File: src/rtl/cyclo_pkg.sv
// Shared types and constants for the FAM channelizer
// exponential-phase sequencing blocks.
package cyclo_pkg;

  localparam int PHASE_ADDR_W = 10;
  localparam int NP_LOG2_BASE = 4;
  localparam int NP_LOG2_MAX  = 10;

  localparam logic [2:0] NFFT_16   = 3'b000;
  localparam logic [2:0] NFFT_32   = 3'b001;
  localparam logic [2:0] NFFT_64   = 3'b010;
  localparam logic [2:0] NFFT_128  = 3'b011;
  localparam logic [2:0] NFFT_256  = 3'b100;
  localparam logic [2:0] NFFT_512  = 3'b101;
  localparam logic [2:0] NFFT_1024 = 3'b110;

  typedef enum logic [1:0] {
    IDLE = 2'd0,
    RUN  = 2'd1,
    DONE = 2'd2
  } seq_state_t;

  // Selects 110 and 111 both map to the 1024-point frame.
  function automatic logic [3:0] np_log2_of(
    input logic [2:0] sel
  );
    logic [2:0] s;
    s = (sel > NFFT_1024) ? NFFT_1024 : sel;
    return 4'(NP_LOG2_BASE) + {1'b0, s};
  endfunction

endpackage

File: src/rtl/exp_phase_sequencer_phase_accumulator.sv
// Running phase for the current block: acc walks by blk_inc
// per sample, blk_inc grows by step at every block boundary.
module phase_accumulator
  import cyclo_pkg::*;
#(
  parameter int ADDR_W = PHASE_ADDR_W
) (
  input  logic              clock,
  input  logic              i_reset,
  input  logic [ADDR_W-1:0] i_step,
  input  logic              i_clr,
  input  logic              i_advance_sample,
  input  logic              i_advance_block,
  output logic [ADDR_W-1:0] o_acc
);

  logic [ADDR_W-1:0] r_acc;
  logic [ADDR_W-1:0] r_blk_inc;

  always_ff @(posedge clock) begin
    if (i_reset || i_clr) begin
      r_acc     <= '0;
      r_blk_inc <= '0;
    end else if (i_advance_block) begin
      r_acc     <= '0;
      r_blk_inc <= r_blk_inc + i_step;
    end else if (i_advance_sample) begin
      r_acc <= r_acc + r_blk_inc;
    end
  end

  assign o_acc = r_acc;

endmodule

File: src/rtl/exp_phase_sequencer.sv
// Sample/block sequencer producing exp(-i2pi*m*p*L/Np) table
// addresses for each accepted FFT output beat.
module exp_phase_sequencer
  import cyclo_pkg::*;
#(
  parameter int P_MAX  = 64,
  parameter int ADDR_W = PHASE_ADDR_W
) (
  input  logic                         clock,
  input  logic                         i_reset,
  input  logic                         i_enable,
  input  logic                         i_start,
  input  logic                         i_abort,
  input  logic [2:0]                   i_NFFT_sel,
  input  logic [3:0]                   i_L_log2,
  input  logic [$clog2(P_MAX+1)-1:0]   i_num_blocks,
  input  logic                         i_s_tvalid,
  input  logic                         i_s_tlast,
  output logic                         o_s_tready,
  output logic [ADDR_W-1:0]            o_addr,
  output logic                         o_addr_valid,
  output logic [9:0]                   o_m,
  output logic [$clog2(P_MAX)-1:0]     o_p,
  output logic                         o_block_done,
  output logic                         o_run_done,
  output logic                         o_busy,
  output logic                         o_err_tlast
);

  localparam int NB_W = $clog2(P_MAX+1);
  localparam int P_W  = $clog2(P_MAX);

  seq_state_t        r_state;
  logic [3:0]        r_np_log2;
  logic [NB_W-1:0]   r_nblk;
  logic [ADDR_W-1:0] r_step;
  logic [9:0]        r_m;
  logic [P_W-1:0]    r_p;

  logic [3:0]        w_np_log2;
  logic [5:0]        w_shamt;
  logic [ADDR_W-1:0] w_step;
  logic [9:0]        w_np_m1;
  logic              w_start;
  logic              w_take;
  logic              w_m_last;
  logic              w_eob;
  logic              w_last_blk;
  logic [ADDR_W-1:0] w_acc;

  // Step is L*2^ADDR_W/Np; shifting past the width gives 0 (L >= Np).
  assign w_np_log2 = np_log2_of(i_NFFT_sel);
  assign w_shamt   = 6'(i_L_log2) + 6'(ADDR_W) - 6'(w_np_log2);
  assign w_step    = {{(ADDR_W-1){1'b0}}, 1'b1} << w_shamt;

  assign w_np_m1    = ~(10'h3FF << r_np_log2);
  assign w_m_last   = (r_m == w_np_m1);
  assign w_last_blk = ({{(NB_W-P_W){1'b0}}, r_p} == r_nblk - NB_W'(1));

  assign o_s_tready = (r_state == RUN) & i_enable;
  assign o_busy     = (r_state == RUN);

  assign w_start = (r_state == IDLE) & i_start & i_enable & ~i_abort;
  assign w_take  = i_s_tvalid & o_s_tready & ~i_abort;
  assign w_eob   = w_take & (w_m_last | i_s_tlast);

  phase_accumulator #(
    .ADDR_W (ADDR_W)
  ) u_acc (
    .clock            (clock),
    .i_reset          (i_reset),
    .i_step           (r_step),
    .i_clr            (w_start),
    .i_advance_sample (w_take & ~w_eob),
    .i_advance_block  (w_eob),
    .o_acc            (w_acc)
  );

  always_ff @(posedge clock) begin
    if (i_reset) begin
      r_state      <= IDLE;
      r_np_log2    <= 4'(NP_LOG2_BASE);
      r_nblk       <= '0;
      r_step       <= '0;
      r_m          <= '0;
      r_p          <= '0;
      o_addr       <= '0;
      o_addr_valid <= 1'b0;
      o_m          <= '0;
      o_p          <= '0;
      o_block_done <= 1'b0;
      o_run_done   <= 1'b0;
      o_err_tlast  <= 1'b0;
    end else begin
      o_addr_valid <= 1'b0;
      o_block_done <= 1'b0;
      o_run_done   <= (r_state == DONE) & ~i_abort;
      if (i_abort) begin
        r_state <= IDLE;
      end else begin
        unique case (r_state)
          IDLE: begin
            if (w_start) begin
              r_np_log2   <= w_np_log2;
              r_nblk      <= i_num_blocks;
              r_step      <= w_step;
              r_m         <= '0;
              r_p         <= '0;
              o_err_tlast <= 1'b0;
              r_state     <= RUN;
            end
          end
          RUN: begin
            if (w_take) begin
              o_addr_valid <= 1'b1;
              o_addr       <= w_acc;
              o_m          <= r_m;
              o_p          <= r_p;
              o_block_done <= w_eob;
              // Misplaced or missing tlast still closes the block.
              if (i_s_tlast != w_m_last)
                o_err_tlast <= 1'b1;
              if (w_eob) begin
                r_m <= '0;
                r_p <= r_p + P_W'(1);
                if (w_last_blk)
                  r_state <= DONE;
              end else begin
                r_m <= r_m + 10'd1;
              end
            end
          end
          DONE: r_state <= IDLE;
          default: r_state <= IDLE;
        endcase
      end
    end
  end

endmodule

File: config.mk
export PLATFORM = sky130hd
export DESIGN_NAME = exp_phase_sequencer
export DESIGN_NICKNAME = d
export VERILOG_FILES = /design/src/rtl/cyclo_pkg.sv /design/src/rtl/exp_phase_sequencer_phase_accumulator.sv /design/src/rtl/exp_phase_sequencer.sv
export SDC_FILE = /design/constraint.sdc
export NUM_CORES = 1
export LEC_CHECK = 0
export CORE_UTILIZATION = 51
export CTS_BUF_LIST = sky130_fd_sc_hd__clkbuf_16
export DETAILED_ROUTE_END_ITERATION = 8
export MAX_ROUTING_LAYER = met4
export PLACE_DENSITY = 0.82
export SYNTH_ARGS = -nofsm -noshare
export SYNTH_HDL_FRONTEND = slang
export SYNTH_SLANG_ARGS = --single-unit
File: constraint.sdc
create_clock -name clock -period 2.63 [get_ports clock]
set_clock_uncertainty 0.15 [all_clocks]
set_input_delay 0.789 -clock clock [delete_from_list [all_inputs] [get_ports clock]]
set_output_delay 0.789 -clock clock [all_outputs]
set_load 0.02 [all_outputs]
==> key figures <==
Min path
  • Endpoint, Worst Hold: o_m[2]
  • Hold Path Class: reg -> reg
  • WHS Path Cells: 2
  • HP Start: o_m[2]

Worst setup path
  • Slowest stage delay, CP: 0.38 ns
  • Most used cell, CP: o21ai_1
  • Worst setup SP type: register
  • Worst path arrival time: 2.93 ns
  • Worst reg2reg setup slack: -0.22 ns
  • Max stage delay cell, worst path: dfxtp_4
  • RR Endpoint: r_state[0]
  • Worst r2r src: r_np_log2[2]
  • Crit. End Element: register
  • CP Buf/Inv Count: 1
  • Worst EP required: 2.71 ns
  • Worst reg2reg path depth: 14
  • Crit path kind: reg -> reg
  • Cell family with most CP delay: compound AO/OA/AOI/OAI gates
  • Critical path cell sequence: buf_6, nor2_4, o211ai_1, o21ai_1, nand2_1, a2111oi_4, o21ai_1, ha_2, and4bb_2, nand2_2, nor4_2, o221ai_2, a21oi_2, nor3_2
  • Max FO, Critical Path: 7

Drt
  • Drt pass-1 iters: 9
  • Via count: 4485
  • Avg WL per Cell: 17.2 µm
  • Final wirelength: 13200 µm
  • Via density: 5.85
  • # DRC: 5
  • Iteration-0 DRC Markers: 286
  • ANT nets after route: 0

GRT
  • First-pass GRT wire length: 21200 µm
  • Vias in the first global route: 4474
  • Largest net degree at the start of global routing: 22
  • Grt total ovfl: 0
  • Initial antenna violation count: 0
  • Total track usage: 0.288

Finish
  • Fillers: 602
  • Non-filler cells, final: 767
  • Fraction of layout cells with a size suffix above 1: 0.261
  • Number of diodes: 0
  • Final instance area: 0.00642 mm²
  • NumNets Final: 707
  • Area of the multi-input gates: 0.00304 mm²
  • Synth-to-Final Area Change: 36.6%
  • Post-route core utilization: 0.729
  • Register area: 0.00179 mm²

Timing
  • Slew @ Worst Pin: 0.475 ns
  • Final Max Slew Viols: 0
  • Final setup fails: 36
  • PnR worst setup slack: -0.222 ns
  • RSZ-0062 raised after global routing: true
  • Max_slew headroom: 0.681
  • WHS: 0.303 ns
  • Final hold violations: 0
  • Final setup TNS: -3.08 ns
  • Tcrit/Tclk final: 1.08
  • Fin crit period: 2.85 ns
  • F_max: 0.351 GHz

Synthesis
  • Mapped Cells: 550
  • Number of enable flip-flop cells after synthesis: 0
  • Asr flop ratio synth: 0
  • Largest area contributor in the netlist: dfxtp_1
  • Post-synth design cell area: 0.00470 mm²
  • Most used DFF post-synth: dfxtp_1
  • Syn nets: 603
  • Yosys Warn Count: 0
  • Synth cell count leaders: dfxtp_1 (89), nand2_1 (82), a21oi_1 (55), nor2_1 (43), ha_1 (29)
  • Syn_area_per_cell: 8.55 µm²
  • Yosys reg bits: 89
  • Area contributors post-synth: dfxtp_1 (38%), ha_1 (7.7%), nand2_1 (6.5%), a21oi_1 (5.9%), nor2_1 (3.4%)
  • Yosys top cell area share: 0.379
  • Seq/Total Area, Yosys: 0.379
  • Synth cell types: 72
  • Most numerous cell in the Yosys netlist: dfxtp_1

Clock network
  • CTS sink count: 89
  • Worst skew pair latency: 0.34 ns
  • Maximum root-to-sink buffer count: 2
  • H-tree Lvls: 3
  • Clk root buf: clkbuf_16
  • Clk slew on worst S/H paths: 0.06 ns
  • Total CTS buffers: 9
  • CTS Hold Buffers Added: 0
  • TritonCTS clock tree: built

Die
  • I/O pin total: 53
  • Core ar.: 0.00881 mm²
  • Die Wd: 98.0 µm
  • Number of cell rows: 34
  • Initial Util: 0.534
  • Die Y: 98.0 µm
  • Die area: 0.00961 mm²

Place
  • Area after DPL: 0.00571 mm²
  • Detailed placement HPWL: 8620 µm
  • Setup WS pre-CTS: -0.650 ns
  • Placed cells: 741
  • Gp weighted congestion: 0.899
  • Port bufs: 52

Outcome
  • Status: finished with violations
  • Failing checks: design-rule violations, negative setup slack

Power
  • Lkg Pwr: 2.44 nW
  • Power per cell area: 466 mW/mm²
  • Design Power: 3.00 mW
  • Worst VDD drop: 0.358 mV

Job
  • Max Cap Viol: 0
-- power breakdown --
group          total, mW  leakage, nW  switching, mW  internal (mW)
Clock               1.28        0.144          0.547          0.736
Combinational      0.343         1.58          0.173          0.171
Sequential          1.37        0.719         0.0126           1.36
-- registers in the layout, indices dropped and copies added, names as in the netlist, 2 cells and up --
signal / flops
o_m: 10
o_p: 6
u_acc.o_acc: 10
u_acc.r_blk_inc: 10
r_p: 6
r_np_log2: 4
r_m: 10
r_state: 2
r_nblk: 7
r_step: 10
o_addr: 10
-- cell families after synthesis --
family                     Yosys count  synth area share
AOI/OAI and AO/OA                  125             0.168
xor gates and xnor gates            31            0.0577
adders and majority gates           32            0.0899
buffers and inverters               47            0.0452
DFF                                 89             0.379
muxes                               12            0.0255
and+or+nand+nor                    214             0.235
-- layer usage --
layer / global-route usage / up-vias / share of wire / wire (µm)
li1: - / 2142 / - / -
met1: 0.314 / 2119 / 0.40 / 5230
met2: 0.506 / 186 / 0.52 / 6800
met3: 0.0558 / 38 / 0.054 / 719
met4: 0.132 / 0 / 0.034 / 445
met5: - / - / 0 / 0
-- worst max-delay path by stage --
| stage | to | startpoint | cells after the start | slack (ns) |
|---|---|---|---|---|
| floorplan | r_state[0] | r_m[5] | 14 | -0.09 |
| global placement | r_step[3] | i_NFFT_sel[2] | 10 | -0.55 |
| detailed placement | r_step[9] | i_NFFT_sel[2] | 9 | -0.65 |
| CTS | r_state[0] | r_np_log2[2] | 13 | -0.22 |
| global route | r_state[0] | r_np_log2[2] | 13 | -0.36 |
| finish | r_state[0] | r_np_log2[2] | 14 | -0.22 |
-- cell type report --
class / instances / share of cell area
flip-flops and latches: 89 / 0.279
repair buffers: 120 / 0.169
inverters: 19 / 0.0111
clock buffers: 9 / 0.0351
clock inverters: 7 / 0.0107
multi-input cells: 415 / 0.474
well taps: 108 / 0.0210
-- cells in the final DEF, fill, tap and decap left out, types with 4 or more instances in the layout --
cell type,count
a21o_1,5
a21oi_1,47
a21oi_2,9
a22o_1,7
and4_1,6
buf_4,53
buf_6,12
clkbuf_16,9
clkdlybuf4s50_1,44
dfxtp_1,84
dfxtp_2,4
dlygate4sd2_1,4
ha_1,23
ha_4,4
inv_1,14
inv_2,5
mux2i_1,12
nand2_1,79
nand2b_1,7
nand3_1,10
nand4_1,7
nor2_1,28
nor2_2,10
nor2_4,9
nor2b_1,5
nor3_1,7
nor3b_1,4
nor4_1,6
o21a_1,4
o21ai_0,12
o21ai_1,13
or3_1,4
xnor2_1,15
xor2_1,14
-- what timing repair did --
action                                 in CTS  in global routing
buffers inserted                           10                  2
endpoints found under the hold margin       0                  0
setup endpoints to repair                  49                 42
pin swaps                                  36                 28
gates cloned                                2                  0
resized for setup                          86                 32
-- worst min-delay path: cells and delay by family (launching register included) --
family / cells / cell delay (ns)
AO/OA/AOI/OAI: 1 / 0.05
flip-flops: 1 / 0.31
AND/OR/NAND/NOR: 1 / 0.05
Power figures use the tool's default switching activity.
